File: src/rtl/xdma_write_req_arbiter_pkg.sv
// Shared types for the xDMA write-request arbiter: descriptor layout,
// requester index enum and arbiter FSM state.
package xdma_write_req_arbiter_pkg;

    typedef struct packed {
        logic [3:0]  dma_id;
        logic        dma_type;
        logic [31:0] remote_addr;
        logic [15:0] dma_length;
        logic        ready_to_transfer;
    } xdma_req_desc_t;

    localparam int DescWidth = $bits(xdma_req_desc_t);

    typedef enum logic [1:0] {
        ToRemoteData  = 2'd0,
        ToRemoteCfg   = 2'd1,
        ToRemoteGrant = 2'd2
    } xdma_req_idx_t;

    typedef enum logic [1:0] {
        IDLE      = 2'd0,
        ISSUE     = 2'd1,
        WAIT_DONE = 2'd2
    } state_t;

endpackage

File: src/rtl/xdma_write_req_arbiter_rr_pick.sv
// Round-robin picker: rotate the valid vector by the pointer, find the first
// set bit (trailing-zero count), then un-rotate back to a requester index.
module xdma_write_req_arbiter_rr_pick #(
    parameter int NumReq   = 3,
    parameter int IdxWidth = 2
) (
    input  logic [NumReq-1:0]   valid,
    input  logic [IdxWidth-1:0] ptr,
    output logic [IdxWidth-1:0] gnt_idx,
    output logic                any_valid
);

    logic [NumReq-1:0] rot;
    int                cnt;
    int                j;
    int                k;
    logic              found;

    always_comb begin
        rot   = '0;
        cnt   = 0;
        j     = 0;
        k     = 0;
        found = 1'b0;
        for (int i = 0; i < NumReq; i++) begin
            j = i + int'(ptr);
            if (j >= NumReq) j = j - NumReq;
            rot[i] = valid[j];
        end
        for (int i = 0; i < NumReq; i++) begin
            if (!found && rot[i]) begin
                cnt   = i;
                found = 1'b1;
            end
        end
        k = cnt + int'(ptr);
        if (k >= NumReq) k = k - NumReq;
        gnt_idx   = IdxWidth'(k);
        any_valid = |valid;
    end

endmodule

File: src/rtl/xdma_write_req_arbiter.sv
// Shares the single burst-reshaper write-request path between NumReq requesters;
// holds the granted descriptor stable and re-arbitrates only after write_req_done_i.
module xdma_write_req_arbiter
    import xdma_write_req_arbiter_pkg::*;
#(
    parameter int NumReq = 3,
    localparam int IdxWidth = (NumReq > 1) ? $clog2(NumReq) : 1
) (
    input  logic                        clk_i,
    input  logic                        rst_ni,
    input  logic [NumReq*DescWidth-1:0] req_desc_i,
    input  logic [NumReq-1:0]           req_valid_i,
    output logic [NumReq-1:0]           req_ready_o,
    output logic [DescWidth-1:0]        write_req_desc_o,
    output logic [IdxWidth-1:0]         write_req_idx_o,
    output logic                        write_req_desc_valid_o,
    input  logic                        write_req_done_i,
    output logic                        done_o,
    output logic [IdxWidth-1:0]         done_idx_o,
    output logic                        busy_o
);

    state_t                state;
    logic [DescWidth-1:0]  desc_q;
    logic [IdxWidth-1:0]   idx_q;
    logic [IdxWidth-1:0]   rr_ptr;
    logic [IdxWidth-1:0]   rr_ptr_next;
    logic [IdxWidth-1:0]   done_idx_q;
    logic [IdxWidth-1:0]   gnt_idx;
    logic                  any_valid;
    logic                  pulse_q;
    logic                  done_q;
    xdma_req_desc_t        gnt_desc;

    xdma_write_req_arbiter_rr_pick #(
        .NumReq   (NumReq),
        .IdxWidth (IdxWidth)
    ) i_rr_pick (
        .valid     (req_valid_i),
        .ptr       (rr_ptr),
        .gnt_idx   (gnt_idx),
        .any_valid (any_valid)
    );

    always_comb begin
        gnt_desc = '0;
        for (int i = 0; i < NumReq; i++) begin
            if (IdxWidth'(i) == gnt_idx) gnt_desc = req_desc_i[i*DescWidth +: DescWidth];
        end
        rr_ptr_next = (gnt_idx == IdxWidth'(NumReq - 1)) ? '0 : gnt_idx + 1'b1;
    end

    // Ready is combinational from valid so the accept lands in the capture cycle;
    // gating with rst_ni keeps every output low while reset is held.
    always_comb begin
        req_ready_o = '0;
        if (rst_ni && state == IDLE && any_valid) req_ready_o[gnt_idx] = 1'b1;
    end

    always_ff @(posedge clk_i or negedge rst_ni) begin
        if (!rst_ni) begin
            state      <= IDLE;
            desc_q     <= '0;
            idx_q      <= '0;
            rr_ptr     <= '0;
            pulse_q    <= 1'b0;
            done_q     <= 1'b0;
            done_idx_q <= '0;
        end else begin
            pulse_q <= 1'b0;
            done_q  <= 1'b0;
            case (state)
                IDLE: begin
                    if (any_valid) begin
                        desc_q <= gnt_desc;
                        idx_q  <= gnt_idx;
                        rr_ptr <= rr_ptr_next;
                        // A zero-length request completes locally: the reshaper would see len-1 = -1.
                        if (gnt_desc.dma_length == '0) begin
                            done_q     <= 1'b1;
                            done_idx_q <= gnt_idx;
                        end else begin
                            state   <= ISSUE;
                            pulse_q <= 1'b1;
                        end
                    end
                end
                ISSUE: begin
                    state <= WAIT_DONE;
                end
                WAIT_DONE: begin
                    if (write_req_done_i) begin
                        done_q     <= 1'b1;
                        done_idx_q <= idx_q;
                        state      <= IDLE;
                    end
                end
                default: state <= IDLE;
            endcase
        end
    end

    assign write_req_desc_o       = desc_q;
    assign write_req_idx_o        = idx_q;
    assign write_req_desc_valid_o = pulse_q;
    assign done_o                 = done_q;
    assign done_idx_o             = done_idx_q;
    assign busy_o                 = (state != IDLE);

endmodule
File: config.mk
export PLATFORM = sky130hd
export DESIGN_NAME = xdma_write_req_arbiter
export DESIGN_NICKNAME = d
export VERILOG_FILES = /design/src/rtl/xdma_write_req_arbiter_pkg.sv /design/src/rtl/xdma_write_req_arbiter_rr_pick.sv /design/src/rtl/xdma_write_req_arbiter.sv
export SDC_FILE = /design/constraint.sdc
export NUM_CORES = 1
export LEC_CHECK = 0
export ABC_AREA = 1
export BUFFER_PORTS_ARGS = -buffer_cell sky130_fd_sc_hd__buf_4
export CORE_MARGIN = 2
export CORE_UTILIZATION = 47
export DETAILED_ROUTE_END_ITERATION = 10
export PLACE_DENSITY = 0.87
export SYNTH_ARGS = -nofsm -noshare
export SYNTH_HDL_FRONTEND = slang
export SYNTH_HIERARCHICAL = 1
export SYNTH_SLANG_ARGS = --single-unit
File: constraint.sdc
create_clock -name clk_i -period 9.2 [get_ports clk_i]
set_clock_uncertainty 0.2 [all_clocks]
set_input_delay 1.84 -clock clk_i [delete_from_list [all_inputs] [get_ports clk_i]]
set_output_delay 1.84 -clock clk_i [all_outputs]
set_load 0.05 [all_outputs]
==> out/qor.yml, run 1 <==
outcome: "complete, no violations"
yosysWarnings: 6
synth_area_mm2: 0.00367
dr_wl_met2_um: 6710
cpLargestDelayFamily: "simple AND/OR/NAND/NOR gates"
vias_per_cell: 5.38
syn2layout_area_growth_pct: 52.3
ys_seq_elements: 64
yosysSeqAreaShare_pct: 43.6
antenna_found_initial: 0
finalSetupViolations: 0
cp_num_cells: 14
cts_setup_buffers: 0
syn-instance-count: 495
place_ws_ns: 2.06
grt_pass1_vias: 4207
ioPinCount: 232
gp_congestion: 0.903
antennaDiodeCount: 0
r2r_start: "rr_ptr[0]"
rsz0062_at_grt: "no"
period_minus_slack_ns: 7.24
post-route-period-util_pct: 78.7
startpoint: "req_valid_i[0]"
track_usage_pct: 30.0
path_max_fanout: 55
syn-num-nets: 670
synth-simple-area-share_pct: 31.9
wl_met3_um: 841
cts_tree: "built"
die_x_um: 92.4
tns_ns: 0
hold_path.class: "register to register"
wl_met1_um: 5130
hp-start: "write_req_desc_o[5]"
fin_area_mm2: 0.00560
synth_top_family_by_area: "simple AND/OR/NAND/NOR gates"
path_common_cell: "nand2_1"
fin_ws_ns: 1.96
dieArea_mm2: 0.00854
wl_per_cell_um: 15.7
grt_max_degree: 69
drv_slew: 0
slew_headroom_pct: 39.4
final_cell_count_no_fill: 818
avgSynthCellArea_um2: 7.42
hold_violations: 0
remaining_drc_errors: 0
firstDrtPassIters: 5
overflow: 0
num_rows: 32
num_vias: 4404
worst-path-buf-inv: 2
cts_buffer_depth: 2
nets: 886
slowest_delay_ns: 0.79
start_util_pct: 48.1
setup.worst_path.class: "primary input to output port"
hpwl_um: 9580
cts_max_level: 3
wirelength_um: 12900
holdBufCountCts: 0
crit_chain: "buf_4 -> nor2_1 -> nand2_1 -> nand3_2 -> a21oi_1 -> ha_1 -> fa_1 -> ha_1 -> o21ai_0 -> nand2_1 -> nor2_8 -> nand2_1 -> nor2_1 -> buf_4"
top_layer_used: "met4"
crit_slowest_cell: "nor2_8"
die_h_um: 92.4
critPathLaunchType: "primary input"
hold_depth: 2
post_cts_resized: 0
synth_xor_area_share_pct: 0.238
yosys-top-cells-area: "dfrtp_1, nand2_1, nand3_1, a21oi_1, nor2_1"
crit_required_ns: 7.16
cts_sinks: 64
dpl_cell_area_mm2: 0.00540
critPathCaptureType: "output port"
synth_area_leader_cell: "dfrtp_1"
drt-initial-drc-count: 253
max_cap_viol_count: 0
cts-buffers-inserted: 9
max_freq_mhz: 138
cts.clk_slew.worst_paths_ns: 0.07
clk_latency_ns: 0.33
critPathArrivalTime_ns: 5.20
muxShareOfSynthArea_pct: 0
io_buffers: 231
reg2reg_depth: 25
cts-root-buf: "clkbuf_8"
synth.distinct_cells: 26
drive_gt1_share_pct: 37.3
yosys.area.top_type_share_pct: 43.6
max_slew.worst_pin.slew_ns: 0.907
synth_compound_area_share_pct: 14.3
placed_cells: 802
coreArea_mm2: 0.00765
synthAdderAreaFrac_pct: 2.59
drtAntennaViolNets: 0
grt_pass1_wl_um: 20300
synthesized netlist by cell type, drive strengths merged:
cell type and count:
dfrtp 64, clkbuf 10, nor4 1, a31oi 31, clkinv 1, a22o 7, nor2 56, ha 6
fa 1, o21ai 15, a21oi 39, nand3 54, nand2 170, inv 18, xnor2 1, buf 21
cells in the final DEF, fill, tap and decap left out, types with 2 or more instances in the layout:
cell / count
nor2_1: 50
nand3_2: 4
nand2_1: 168
inv_1: 15
nand2_2: 2
o21ai_0: 14
a22o_1: 7
nor2_2: 5
a21oi_1: 39
ha_1: 6
nand3_1: 50
inv_6: 2
clkbuf_8: 10
buf_4: 236
dfrtp_1: 64
clkinv_2: 2
a31oi_1: 31
final timing paths:
path                            slack, ns             endpoint
worst max-delay path                 1.96       req_ready_o[0]
worst min-delay path                 0.29  write_req_desc_o[5]
worst max register to register       4.09        done_idx_o[1]
max in group asynchronous            6.87            rr_ptr[1]
min in group asynchronous            1.39  write_req_desc_o[1]
worst min register to register       0.29  write_req_desc_o[5]
sequential cells by signal (all words and copies together), names as in the netlist:
register	cells
write_req_idx_o	2
done_idx_o	2
done_o	1
write_req_desc_o	54
state	2
rr_ptr	2
write_req_desc_valid_o	1
worst reg2reg max path: cells and delay by family, from the launching register on:
| kind | cells | cell delay [ns] |
|---|---|---|
| fa+ha+maj | 4 | 1.21 |
| simple gates | 16 | 2.23 |
| compound gates | 1 | 0.13 |
| flops | 1 | 0.45 |
| buf+inv | 4 | 0.79 |
metal layers:
| metal | track usage, % | vias to the layer above |
|---|---|---|
| met5 | 0 | - |
| met4 | 7.84 | 0 |
| met3 | 5.94 | 20 |
| met2 | 51.6 | 209 |
| met1 | 38.7 | 2102 |
| li1 | - | 2073 |
layout make-up:
type / instances / area, um2
tap: 102 / 128
multi-input combinational: 381 / 1820
clock inverter: 5 / 56.3
timing repair buffer: 236 / 1770
inverter: 19 / 81.3
clock buffer: 11 / 141
sequential: 64 / 1600
fill: 627 / 2050
metrics by stage:
| stage | hold WS [ns] | utilization [%] |
|---|---|---|
| 6_report | 0.286 | 73.2 |
| 5_1_grt | 0.306 | 73.2 |
| 4_1_cts | 0.287 | 73.2 |
| 3_5_place_dp | 0.272 | 70.6 |
| 3_3_place_gp | 0.265 | 70.6 |
| 2_1_floorplan | 0.276 | - |
cell families after synthesis:
group           after synthesis
compound gates               92
xor+xnor                      1
fa+ha+maj                     7
buf+inv                      50
flops                        64
simple gates                281
Power of run 1 is left out: the tool's default activity adds up to more than one toggle a clock period on the data nets, which glitch-free logic cannot reach.
==> run 2: changes to the inputs <==
Settings changed: ABC_AREA 1 to 0, CORE_UTILIZATION 47 to 39, PLACE_DENSITY 0.87 to 0.77.
Clock period 9.2 ns to 6.3 ns, I/O delays scaled along.
==> out/qor.yml, run 2 <==
critPathCaptureType: "output port"
yosys.area.top_type_share_pct: 43.0
ioPinCount: 232
die_h_um: 102
cts_buffer_depth: 2
final_common_cell: "buf_4"
synth_edf_count: 0
cts_tree: "built"
clk_latency_ns: 0.32
largest_reg_flops: 54
yosysWarnings: 6
rsz0062_at_grt: "no"
max_cap_viol_count: 0
post_cts_resized: 0
setup.worst_path.class: "primary input to output port"
synth.distinct_cells: 36
tns_ns: 0
cts-buffers-inserted: 9
io_buffers: 231
syn2layout_area_growth_pct: 53.3
grt_max_degree: 112
r2r_end: "done_idx_o[0]"
gp_congestion: 0.767
synth_most_common_cell: "nand2_1"
finalSetupViolations: 0
coreArea_mm2: 0.00924
avgSynthCellArea_um2: 8.72
remaining_drc_errors: 0
hp-start: "write_req_desc_o[19]"
wirelength_um: 11500
path_max_fanout: 59
holdPathEnd: "write_req_desc_o[19]"
wl_per_cell_um: 14.9
slew_headroom_pct: 35.6
ys_async_sr_fraction_pct: 100
crit_required_ns: 4.84
hold_violations: 0
yosysSeqAreaShare_pct: 43.0
firstDrtPassIters: 5
synth_area_leader_cell: "dfrtp_1"
critPathArrivalTime_ns: 3.96
drive_gt1_share_pct: 40.3
hpwl_um: 8770
syn-instance-count: 427
num_rows: 35
critPathLaunchType: "primary input"
r2r_start: "rr_ptr[0]"
cts_sinks: 64
grt_pass1_wl_um: 17200
drv_slew: 0
cts.clk_slew.worst_paths_ns: 0.07
syn-num-nets: 602
drtAntennaViolNets: 0
num_vias: 3833
reg2reg_depth: 17
hold_path.class: "register to register"
max_freq_mhz: 185
antennaDiodeCount: 0
antenna_found_initial: 0
start_util_pct: 40.3
holdBufCountCts: 0
period_minus_slack_ns: 5.42
post-route-period-util_pct: 86.0
cts-root-buf: "clkbuf_8"
synthTopCellsByCount: "nand2_1, dfrtp_1, mux2i_1, nor2_1, o21ai_0"
synth_area_mm2: 0.00372
mostFrequentLayoutCells: "buf_4, nand2_1, dfrtp_1, mux2i_1, nor2_1"
outcome: "complete, no violations"
worst-r2r-setup-slack_ns: 1.29
cts_setup_buffers: 0
yosys-top-cells-area: "dfrtp_1, mux2i_1, nand2_1, o21ai_0, a21oi_1"
nets: 817
drt-initial-drc-count: 99
overflow: 0
track_usage_pct: 21.1
hold_depth: 2
synth_ff_type: "dfrtp_1"
ys_seq_elements: 64
cts_max_level: 3
dieArea_mm2: 0.0103
vias_per_cell: 4.94
max_slew.worst_pin.slew_ns: 0.967
grt_pass1_vias: 3686
die_x_um: 102
[run 2: cell count changes after synthesis, sizes merged, moves of 6 or more]
cell,change
nand2,-91
buf,-9
inv,-15
nand3,-54
clkbuf,+10
a21oi,+10
mux2,+6
mux2i,+57
a31oi,-31
a22o,-7
o21ai,+35
[run 2: area by class of cell]
type                            instances  area (um2)
Tap cell                              129         161
Inverter                                3        11.3
Clock buffer                           12         135
Fill cell                             824        3530
Timing Repair Buffer                  236        1770
Clock inverter                          4        45.0
Multi-Input combinational cell        328        1980
Sequential cell                        64        1600
[run 2: logic make-up (layout without fill, tap and decap cells)]
kind of cell	count (synthesis)	count (layout)	synth area share, %
xor+xnor	1	1	0.235
simple gates	148	148	16.6
compound gates	109	109	16.2
flops	64	64	43.0
mux	63	63	17.1
fa+ha+maj	7	7	2.55
buf+inv	35	255	4.30
[run 2: worst max-delay path, stage by stage]
cell,delay (ns)
buf_4,0.13
mux2i_1,0.15
o22ai_1,0.12
nor2b_1,0.14
ha_1,0.20
fa_1,0.46
ha_1,0.20
nor2_1,0.24
xnor2_2,0.16
buf_4,0.53
nor3_1,0.13
buf_4,0.22
[run 2: routing by layer]
layer	GRT usage, %	wire length (um)	up-vias
li1	-	-	1891
met2	37.6	6000	138
met1	25.0	4610	1788
met4	7.38	162	0
met5	0	0	-
met3	4.55	758	16
[run 2: how the worst max path moves through the flow]
stage	from	cells past startpoint	endpoint	slack, ns
after floorplan	req_valid_i[2]	12	req_ready_o[2]	0.15
after global placement	req_valid_i[2]	16	done_idx_o[1]	0.83
after detailed placement	req_valid_i[2]	16	done_idx_o[0]	0.69
after CTS	req_valid_i[2]	12	req_ready_o[0]	0.90
after global routing	req_valid_i[2]	12	req_ready_o[0]	0.69
final	req_valid_i[2]	12	req_ready_o[0]	0.88
[run 2: per-stage QoR]
stage	utilization, %	cell area [um2]	instances	setup WS [ns]	hold slack, ns
floorplan	-	3720	427	0.149	0.314
global placement	59.8	5530	760	0.829	0.262
finish	61.7	5710	776	0.881	0.281
global route	61.7	5710	776	0.692	0.303
detailed placement	59.8	5530	760	0.688	0.267
CTS	61.7	5710	776	0.896	0.284
Power of run 2 is left out for the same reason.
